[src/rtl/cmp_operand_loader.sv]
// Serial operand loader and result capture for the 4-bit ripple magnitude comparator.
// Assembles LSB-first words, holds them through a settle window, then samples g3/e3.
module cmp_operand_loader #(
    parameter int WIDTH  = 4,
    parameter int SETTLE = 3,
    parameter int CNTW   = 8
) (
    input  logic             clk,
    input  logic             rstn,
    input  logic             sin_a,
    input  logic             sin_b,
    input  logic             sin_valid,
    input  logic             clr,
    output logic [WIDTH-1:0] a,
    output logic [WIDTH-1:0] b,
    input  logic             g_in,
    input  logic             e_in,
    output logic             busy,
    output logic             res_valid,
    output logic             res_gt,
    output logic             res_eq,
    output logic             res_lt,
    output logic             res_err,
    output logic [CNTW-1:0]  gt_cnt,
    output logic [CNTW-1:0]  eq_cnt,
    output logic [CNTW-1:0]  lt_cnt
);

    localparam int BW = (WIDTH > 1) ? $clog2(WIDTH) : 1;

    typedef enum logic [1:0] {
        S_IDLE,
        S_SHIFT,
        S_SETTLE
    } state_t;

    state_t            state;
    logic [BW-1:0]     bcnt;
    logic [3:0]        scnt;
    logic [WIDTH-2:0]  sh_a;
    logic [WIDTH-2:0]  sh_b;
    logic [WIDTH-1:0]  nxt_a;
    logic [WIDTH-1:0]  nxt_b;
    logic              last_bit;
    logic              capture;

    // Shift registers only keep the bits received so far; the incoming bit tops the word
    assign nxt_a    = {sin_a, sh_a};
    assign nxt_b    = {sin_b, sh_b};
    assign last_bit = (bcnt == BW'(WIDTH - 1));
    assign capture  = (state == S_SETTLE) && (scnt == 4'(SETTLE - 1));

    always_ff @(posedge clk or negedge rstn) begin
        if (!rstn) begin
            state     <= S_IDLE;
            bcnt      <= '0;
            scnt      <= '0;
            sh_a      <= '0;
            sh_b      <= '0;
            a         <= '0;
            b         <= '0;
            busy      <= 1'b0;
            res_valid <= 1'b0;
            res_gt    <= 1'b0;
            res_eq    <= 1'b0;
            res_lt    <= 1'b0;
            res_err   <= 1'b0;
        end else begin
            res_valid <= 1'b0;
            unique case (state)
                S_IDLE, S_SHIFT: begin
                    if (sin_valid) begin
                        sh_a <= nxt_a[WIDTH-1:1];
                        sh_b <= nxt_b[WIDTH-1:1];
                        if (last_bit) begin
                            a     <= nxt_a;
                            b     <= nxt_b;
                            bcnt  <= '0;
                            scnt  <= '0;
                            busy  <= 1'b1;
                            state <= S_SETTLE;
                        end else begin
                            bcnt  <= bcnt + 1'b1;
                            state <= S_SHIFT;
                        end
                    end
                end
                S_SETTLE: begin
                    if (capture) begin
                        res_gt    <= g_in;
                        res_eq    <= e_in;
                        res_lt    <= ~g_in & ~e_in;
                        res_err   <= g_in & e_in;
                        res_valid <= 1'b1;
                        busy      <= 1'b0;
                        scnt      <= '0;
                        state     <= S_IDLE;
                    end else begin
                        scnt <= scnt + 1'b1;
                    end
                end
                default: begin
                    state <= S_IDLE;
                    busy  <= 1'b0;
                end
            endcase
        end
    end

    // Tallies saturate; clr overrides a coincident capture
    always_ff @(posedge clk or negedge rstn) begin
        if (!rstn) begin
            gt_cnt <= '0;
            eq_cnt <= '0;
            lt_cnt <= '0;
        end else if (clr) begin
            gt_cnt <= '0;
            eq_cnt <= '0;
            lt_cnt <= '0;
        end else if (capture && !(g_in && e_in)) begin
            if (g_in && gt_cnt != '1)
                gt_cnt <= gt_cnt + CNTW'(1);
            if (e_in && eq_cnt != '1)
                eq_cnt <= eq_cnt + CNTW'(1);
            if (!g_in && !e_in && lt_cnt != '1)
                lt_cnt <= lt_cnt + CNTW'(1);
        end
    end

endmodule

[config.mk]
export PLATFORM = sky130hd
export DESIGN_NAME = cmp_operand_loader
export DESIGN_NICKNAME = d
export VERILOG_FILES = /design/src/rtl/cmp_operand_loader.sv
export SDC_FILE = /design/constraint.sdc
export NUM_CORES = 1
export LEC_CHECK = 0
export ABC_AREA = 1
export CAP_MARGIN = 20
export CORE_MARGIN = 2
export CORE_UTILIZATION = 35
export CTS_CLUSTER_DIAMETER = 60
export DETAILED_ROUTE_END_ITERATION = 12
export DONT_BUFFER_PORTS = 1
export MAX_ROUTING_LAYER = met4
export PLACE_DENSITY = 0.54
export RECOVER_POWER = 100
export SETUP_SLACK_MARGIN = 0.1
export SYNTH_ARGS = -nofsm -noshare
export SYNTH_HDL_FRONTEND = slang
export SYNTH_SLANG_ARGS = --single-unit
[constraint.sdc]
create_clock -name clk -period 1.5 [get_ports clk]
set_clock_uncertainty 0.1 [all_clocks]
set_input_delay 0.15 -clock clk [delete_from_list [all_inputs] [get_ports clk]]
set_output_delay 0.15 -clock clk [all_outputs]
set_load 0.03 [all_outputs]
==> metrics.yaml, run 1 <==
grt_pass1_vias: 2234
clock_sinks: 52
yosysWarningCount: 0
placed_area_mm2: 0.00309
synthToLayoutAreaGrowth_pct: 24.9
port_buffers: 0
cts_hold_buf: 6
core_mm2: 0.00729
report.final.slew_viol_count: 0
grt_max_degree: 53
period_needed_ps: 1450
crit_start: "lt_cnt[1]"
hold_class: "primary input to asynchronous set/reset pin"
grt_util_all_layers_pct: 16.2
worst_pin_slew_ps: 507
synth-seq-area-share_pct: 49.0
detailed_place_hpwl_um: 4270
multiInputGateArea_mm2: 0.00137
drive_above_1_share_pct: 24.1
cts_tree: "done"
vias_per_cell: 4.82
worstSetupPathType: "register to register"
crit_slowest_cell: "dfrtp_2"
cts_buffers: 5
drc: 0
finalSetupViolCount: 0
cts_root_buffer: "clkbuf_8"
antenna_found_initial: 0
grt_pass1_wl_um: 10700
hold_viol_final: 52
status: "finished with violations"
crit_top_cell: "nand2_2"
path_cells: "ha_4 -> nand2_4 -> nor2_2 -> nand2_2 -> nand2_2 -> nor2_4 -> nand3_1 -> nand2_1"
post-place-ws_ps: 0.824
worstSetupStartpointType: "register"
vdd_drop_max_v: 0.000667
post-route-period-util_pct: 96.6
r2r-start: "lt_cnt[1]"
yosys.area.top_type: "dfrtp_1"
die-height_um: 91.1
finalPower_mw: 4.18
nFillCells: 763
drt_wl_total_um: 6190
avgSynthCellArea_um2: 8.19
fp-row-count: 31
synth-seq-cells: 52
grt_overflow: 0
syn_area_mm2: 0.00265
cpLargestDelayFamily: "simple AND/OR/NAND/NOR gates"
ioPinCount: 46
crit_fanout: 8
required_ps: 1640
slew_headroom_pct: 66.2
final_cell_area_mm2: 0.00331
slowest_delay_ps: 430
max_freq_mhz: 690
fin_cells: 473
clock_path_buffers: 2
clk_pin_slew_ps: 100
fp.dieArea_mm2: 0.00829
final_nets: 387
clkLatencyLatePin_ps: 300
postRouteAntennaNets: 0
final-seq-area_mm2: 0.00131
rsz0062_at_grt: "yes"
leakage_nw: 1.56
h-tree-depth: 2
wl_per_cell_um: 13.1
syn_nets: 338
power.density_mw_per_mm2: 1260
end_kind: "register"
die_w_um: 91.1
yosysUniqueCellTypes: 26
synth_top_area_share_pct: 49.0
crit_buf_inv: 0
max_cap_violations: 0
holdWs_ps: -569
setup_ws_ps: 51.1
final_core_util_pct: 45.5
placedCellCount: 453
start_util_pct: 36.4
synth.area.top_cells: "dfrtp_1, nand2_1, nand3_1, nor2_1, inv_1"
diodes: 0
critPathArrivalTime_ps: 1590
violations: "hold timing"
place.gp.congestion: 0.824
synth_cells: 324
drt_first_pass_iters: 6
initialDrtViolationCount: 119
vias: 2278
tns_ps: 0
registers in the layout, summed over array words and instances (netlist names):
| signal | cells |
|---|---|
| eq_cnt | 8 |
| gt_cnt | 8 |
| a | 4 |
| res_err | 1 |
| res_eq | 1 |
| lt_cnt | 8 |
| sh_b | 3 |
| state | 2 |
| scnt | 4 |
| bcnt | 2 |
| busy | 1 |
| b | 4 |
| sh_a | 3 |
| res_lt | 1 |
| res_gt | 1 |
| res_valid | 1 |
cell usage in the layout, fill, tap and decap left out, types with 5 or more instances in the layout:
cell	Yosys	final
dfrtp_1	52	45
a21oi_1	7	7
dlygate4sd3_1	0	6
o21bai_1	9	9
clkbuf_1	1	10
nand3_2	0	8
buf_4	0	14
nand2_1	110	101
nand2_2	6	12
nor2_1	27	26
clkbuf_2	0	16
dfrtp_2	0	7
clkbuf_8	0	5
inv_1	21	21
nand3_1	43	35
o21ai_0	11	12
logic make-up after synthesis:
kind of cell	count (synthesis)	synth area share [%]
XOR/XNOR	4	1.32
AO/OA/AOI/OAI	32	6.98
adder cells (fa/ha/maj)	6	2.83
buffers and inverters	29	4.34
multiplexers	4	1.70
AND/OR/NAND/NOR	197	33.8
flip-flops	52	49.0
synthesized netlist by cell type:
cell type / number
nand3b_1: 1
nand2_2: 6
nand2_4: 1
nor2_4: 3
nand3_4: 1
o21a_1: 1
xor2_1: 4
nand4_4: 1
a21oi_1: 7
o21ai_1: 4
clkinv_1: 1
nor2_1: 27
ha_1: 6
nand2_1: 110
clkbuf_1: 1
nor2_2: 3
dfrtp_1: 52
nor2_8: 1
nand3_1: 43
clkinv_2: 1
inv_1: 21
inv_2: 1
o21ai_0: 11
o21bai_1: 9
mux2_2: 4
buf_2: 4
metal layers:
metal / vias up / track usage (%) / wire length, um
met3: 4 / 3.98 / 259
met1: 1087 / 21.2 / 2930
li1: 1147 / - / -
met2: 40 / 25.1 / 2910
met5: - / - / 0
met4: 0 / 4.42 / 85
cell type report:
class | instances | area share (%)
multi-input combinational | 243 | 41.4
sequential | 52 | 39.5
timing repair buffer | 47 | 9.14
tap | 99 | 3.74
inverter | 24 | 2.76
clock buffer | 5 | 2.08
clock inverter | 3 | 1.40
power breakdown:
group	switching (mW)	internal, mW	leakage [nW]
sequential	0.573	1.72	0.679
clock	0.476	0.503	0.0548
combinational	0.488	0.417	0.825
total	1.54	2.64	1.56
final timing paths:
path	to	slack, ps	cells after the start
worst max-delay path	lt_cnt[5]	50	8
worst min-delay path	bcnt[1]	-570	0
worst max register to register	lt_cnt[5]	50	8
worst min register to register	sh_a[1]	390	2
max in group asynchronous	lt_cnt[0]	1760	0
min in group clk	eq_cnt[5]	30	4
repair_timing:
action,in CTS,in global routing
hold endpoints to repair,69,52
endpoints found under the setup margin,29,33
gates resized for setup,9,17
setup buffers,2,4
pin swaps,9,9
cloned,0,0
No activity file was read; power rests on OpenSTA's default activity.
==> run 2: changes to the inputs <==
--- a/config.mk
+++ b/config.mk
@@ -13,7 +13,7 @@
 export DETAILED_ROUTE_END_ITERATION = 12
 export DONT_BUFFER_PORTS = 1
 export MAX_ROUTING_LAYER = met4
-export PLACE_DENSITY = 0.54
+export PLACE_DENSITY = 0.48
 export RECOVER_POWER = 100
 export SETUP_SLACK_MARGIN = 0.1
 export SYNTH_ARGS = -nofsm -noshare
==> metrics.yaml, run 2 (synthesis gave the netlist of run 1 again) <==
status: "finished with violations"
worstSetupStartpointType: "register"
cts_tree: "done"
end_kind: "register"
crit_fanout: 5  # -3
wl_per_cell_um: 12.9  # -1.2%
violations: "hold timing"
h-tree-depth: 2  # unchanged
drt_first_pass_iters: 4  # -2
grt_pass1_wl_um: 10800  # +1.5%
final_core_util_pct: 48.2  # +2.8 points
setup_ws_ps: 61.4  # +10.3 ps
clkLatencyLatePin_ps: 300  # about the same
ioPinCount: 46  # unchanged
fp-row-count: 31  # unchanged
fp.dieArea_mm2: 0.00829  # unchanged
report.final.slew_viol_count: 0  # unchanged
clock_path_buffers: 2  # unchanged
grt_overflow: 0  # unchanged
post-route-period-util_pct: 95.9  # -0.69 points
vias: 2308  # +1.3%
pwr-share-seq_pct: 53.2  # -1.7 points
critPathArrivalTime_ps: 1580  # about the same
clk_pin_slew_ps: 100  # about the same
post-place-ws_ps: -12.4  # -13.2 ps
p_sw_mw: 1.54  # +0.20%
power.internal_mw: 2.77  # +4.8%
hold_viol_final: 52  # unchanged
diodes: 0  # unchanged
grt_util_all_layers_pct: 16.5  # +0.31 points
max_cap_violations: 0  # unchanged
place.gp.congestion: 0.815  # -1.1%
cts_buffers: 5  # unchanged
synthToLayoutAreaGrowth_pct: 32.5
drc: 0  # unchanged
finalPower_mw: 4.31  # +3.1%
worstSetupPathType: "register to register"
slew_headroom_pct: 67.7  # +1.5 points
rsz0062_at_grt: "yes"
holdWs_ps: -571  # -1.16 ps
cts_hold_buf: 6  # unchanged
max_freq_mhz: 695  # +0.72%
finalSetupViolCount: 0  # unchanged
antenna_found_initial: 0  # unchanged
clockPowerShare_pct: 24.4  # +1.0 points
die_w_um: 91.1  # unchanged
hold_class: "primary input to asynchronous set/reset pin"
top_regs: "eq_cnt (8), gt_cnt (8), lt_cnt (8)"
clock_sinks: 52  # unchanged
required_ps: 1640  # about the same
worst_pin_slew_ps: 484  # -23.2 ps
layout_commonest_cell: "nand2_1"
drive_above_1_share_pct: 30.2  # +6.1 points
die-height_um: 91.1  # unchanged
leakage_nw: 1.65  # +6.1%
placed_area_mm2: 0.00310  # +0.49%
final_nets: 394  # +1.8%
pwr-share-comb_pct: 22.4  # +0.8 points
drt_wl_total_um: 6210  # +0.31%
start_util_pct: 36.4  # unchanged
detailed_place_hpwl_um: 4230  # -0.81%
grt_pass1_vias: 2251  # +0.76%
layout_common_cells: "nand2_1, dfrtp_1, nand3_1"
initialDrtViolationCount: 87  # -27%
port_buffers: 0  # unchanged
vdd_drop_max_v: 0.000632  # -5.3%
swShare_pct: 35.7  # -1.0 points
final_cell_area_mm2: 0.00352  # +6.1%
power.density_mw_per_mm2: 1230  # -2.8%
period_needed_ps: 1440  # -10.3 ps
cts_root_buffer: "clkbuf_8"
vias_per_cell: 4.81  # -0.16%
core_mm2: 0.00729  # unchanged
postRouteAntennaNets: 0  # unchanged
grt_max_degree: 53  # unchanged
-- run 2: cell count changes in the layout (fill, tap and decap cells not counted), moves of 4 or more --
cell / before / now
clkbuf_1: 10 / 6
o21ai_1: 3 / 8
o21ai_0: 12 / 7
clkbuf_2: 16 / 11
nand3_2: 8 / 13
nand3_1: 35 / 29
buf_4: 14 / 28
-- run 2: critical path, stage by stage, from the launching register on --
cell	delay, ps
dfrtp_1	400
inv_2	70
ha_4	150
nand4_4	190
nand2_4	190
buf_6	120
nand3_1	70
nand2_1	80
-- run 2: through the flow --
stage / hold WS, ps / instances / setup TNS (ps)
CTS: -585 / 470 / 0
detailed placement: -243 / 455 / -71.1
finish: -571 / 480 / 0
global route: -595 / 480 / -470
floorplan: -246 / 324 / 0
global placement: -244 / 455 / 0
-- run 2: repair_timing --
item                                    in CTS  in global routing
endpoints found under the hold margin       68                 52
gates resized for setup                     10                 38
endpoints found under the setup margin      29                 33
buffers inserted                             1                 10
pin swaps                                    8                 25
-- run 2: power groups by stage --
| stage | combinational [mW] | clock [mW] | sequential (mW) |
|---|---|---|---|
| finish | 0.966 | 1.05 | 2.29 |
| floorplan | 0.570 | 0 | 2.28 |
| global route | 1.11 | 1.15 | 2.34 |
| global placement | 0.774 | 0 | 2.32 |
| detailed placement | 0.781 | 0 | 2.32 |
| CTS | 0.829 | 1.09 | 2.30 |
-- run 2: final cells by class --
| cell class | instances | area [um2] |
|---|---|---|
| multi-input combinational | 243 | 1460 |
| fill | 770 | 3780 |
| clock inverter | 1 | 30.0 |
| timing repair buffer | 54 | 399 |
| clock buffer | 7 | 96.3 |
| sequential | 52 | 1310 |
| tap | 99 | 124 |
| inverter | 24 | 91.3 |
-- run 2: worst paths after layout --
| path | cells past startpoint | startpoint | slack [ps] | end |
|---|---|---|---|---|
| setup / recovery | 7 | scnt[0] | 60 | gt_cnt[4] |
| hold / removal | 0 | rstn | -570 | res_eq |
| setup reg to reg | 7 | scnt[0] | 60 | gt_cnt[4] |
| hold reg to reg | 1 | bcnt[0] | 390 | bcnt[0] |
| max in group asynchronous | 0 | rstn | 1750 | gt_cnt[0] |
| min in group clk | 4 | e_in | 20 | eq_cnt[5] |
-- run 2: layer usage --
metal  vias up  GRT usage (%)  wire length, um
met3         7           4.56              304
met4         0           5.56               94
met5         -              -                0
met1      1092           21.8             3050
li1       1159              -                -
met2        50           24.4             2750
==> run 3: changes to the inputs <==
--- a/config.mk
+++ b/config.mk
@@ -8,12 +8,12 @@
 export ABC_AREA = 1
 export CAP_MARGIN = 20
 export CORE_MARGIN = 2
-export CORE_UTILIZATION = 35
+export CORE_UTILIZATION = 57
 export CTS_CLUSTER_DIAMETER = 60
 export DETAILED_ROUTE_END_ITERATION = 12
 export DONT_BUFFER_PORTS = 1
 export MAX_ROUTING_LAYER = met4
-export PLACE_DENSITY = 0.48
+export PLACE_DENSITY = 0.72
 export RECOVER_POWER = 100
 export SETUP_SLACK_MARGIN = 0.1
 export SYNTH_ARGS = -nofsm -noshare
==> metrics.yaml, run 3 (synthesis gave the netlist of run 1 again) <==
clkLatencyLatePin_ps: 310  # about the same
leakage_nw: 1.60  # -3.3%
path_cells: "inv_2 -> nor2_8 -> nand4_4 -> nand2_4 -> nand2_8 -> nand2_1 -> nand2_1"
final_nets: 383  # -2.8%
rsz0062_at_grt: "yes"
cts_tree: "done"
layout_commonest_cell: "nand2_1"
grt_util_all_layers_pct: 24.3  # +7.8 points
drt_first_pass_iters: 4  # unchanged
crit_start: "state[1]"
crit_buf_inv: 1  # -1
worstSetupPathType: "register to register"
max_freq_mhz: 685  # -1.4%
vias_per_cell: 5.35  # +11%
grt_overflow: 0  # unchanged
drt_wl_total_um: 5750  # -7.3%
antenna_found_initial: 0  # unchanged
required_ps: 1610  # -30 ps
clock_path_buffers: 2  # unchanged
worstSetupStartpointType: "register"
power.density_mw_per_mm2: 1190  # -3.3%
vdd_drop_max_v: 0.00117  # +86%
slowest_delay_ps: 420  # +20 ps
critPathArrivalTime_ps: 1560  # -20 ps
start_util_pct: 60.1  # +24 points
violations: "hold timing"
hold_class: "primary input to asynchronous set/reset pin"
rr_worst_depth: 7  # unchanged
initialDrtViolationCount: 130  # +49%
crit_top_cell: "nand2_1"
h-tree-depth: 2  # unchanged
postRouteAntennaNets: 0  # unchanged
synthToLayoutAreaGrowth_pct: 27.0
detailed_place_hpwl_um: 3890  # -8.2%
wl_per_cell_um: 13.6  # +5.5%
clk_pin_slew_ps: 90  # about the same
cts_hold_buf: 6  # unchanged
grt_max_degree: 53  # unchanged
vias: 2259  # -2.1%
finalSetupViolCount: 0  # unchanged
status: "finished with violations"
die_w_um: 72.2  # -21%
drive_above_1_share_pct: 30.3  # +0.087 points
end_kind: "register"
fp-row-count: 24  # -23%
place.gp.congestion: 0.880  # +8.0%
core_mm2: 0.00441  # -39%
tns_ps: 0  # unchanged
cts_buffers: 5  # unchanged
period_needed_ps: 1460  # +20.4 ps
placed_area_mm2: 0.00300  # -3.5%
r2r_slack_ps: 40  # -20 ps
grt_pass1_vias: 2136  # -5.1%
holdWs_ps: -583  # -12.0 ps
crit_fanout: 8  # +3
setup_ws_ps: 41.1  # -20.4 ps
diodes: 0  # unchanged
worst_pin_slew_ps: 466  # -17.8 ps
fp.dieArea_mm2: 0.00522  # -37%
top_regs: "eq_cnt (8), gt_cnt (8), lt_cnt (8)"
report.final.slew_viol_count: 0  # unchanged
cts_root_buffer: "clkbuf_8"
final_cell_area_mm2: 0.00337  # -4.2%
r2r-start: "state[1]"
die-height_um: 72.2  # -21%
cpLargestDelayFamily: "simple AND/OR/NAND/NOR gates"
slew_headroom_pct: 68.9  # +1.2 points
clock_sinks: 52  # unchanged
ioPinCount: 46  # unchanged
reg2reg_to: "gt_cnt[1]"
hold_viol_final: 52  # unchanged
layout_common_cells: "nand2_1, dfrtp_1, nor2_1"
final_core_util_pct: 76.3  # +28 points
post-route-period-util_pct: 97.3  # +1.4 points
drc: 0  # unchanged
max_cap_violations: 0  # unchanged
port_buffers: 0  # unchanged
grt_pass1_wl_um: 9530  # -12%
crit_slowest_cell: "dfrtp_1"
post-place-ws_ps: 4.10  # +16.5 ps
[run 3: cell types whose count changed in the layout (fill, tap and decap cells not counted), moves of 3 or more]
cell,change
nand2_1,-7
nand2_2,+7
buf_4,-6
nand3_2,+5
nand3_1,-4
o21ai_0,+3
o21ai_1,-3
[run 3: final cells by class]
cell class,instances,area (um2)
clock buffer,7,86.3
clock inverter,1,7.51
fill,342,1040
inverter,24,91.3
multi-input combinational,243,1480
sequential,52,1310
tap,52,65.1
timing repair buffer,43,327
[run 3: worst max path at each step]
| stage | end | slack, ps | cells past startpoint |
|---|---|---|---|
| 2_1_floorplan | eq_cnt[2] | 60 | 9 |
| 3_3_place_gp | eq_cnt[1] | 30 | 7 |
| 3_5_place_dp | gt_cnt[0] | 4 | 7 |
| 4_1_cts | gt_cnt[0] | 40 | 6 |
| 5_1_grt | eq_cnt[7] | -50 | 8 |
| 6_report | gt_cnt[1] | 40 | 7 |
[run 3: where the power goes]
group / internal (mW) / switching [mW]
registers: 1.72 / 0.583
clock network: 0.376 / 0.458
logic: 0.364 / 0.489
total: 2.46 / 1.53
[run 3: metrics by stage]
| stage | instances | power, mW |
|---|---|---|
| final | 422 | 3.99 |
| after floorplan | 324 | 2.84 |
| after CTS | 418 | 3.94 |
| after detailed placement | 403 | 3.06 |
| after global placement | 403 | 3.02 |
| after global routing | 422 | 4.22 |
[run 3: repair_timing]
item                                   in CTS  in global routing
buffers inserted                            1                  4
pin swaps                                  10                  8
gates resized for setup                    17                 30
endpoints found under the hold margin      69                 52
setup endpoints to repair                  36                 38
[run 3: layer usage]
| layer | routed length, um | global-route usage [%] | part of all wire (%) | up-vias |
|---|---|---|---|---|
| met5 | 0 | - | 0 | - |
| met4 | 86 | 8.60 | 1.5 | 0 |
| met3 | 292 | 5.69 | 5.1 | 7 |
| met2 | 2740 | 37.0 | 48 | 38 |
| met1 | 2630 | 32.0 | 46 | 1074 |
| li1 | - | - | - | 1140 |
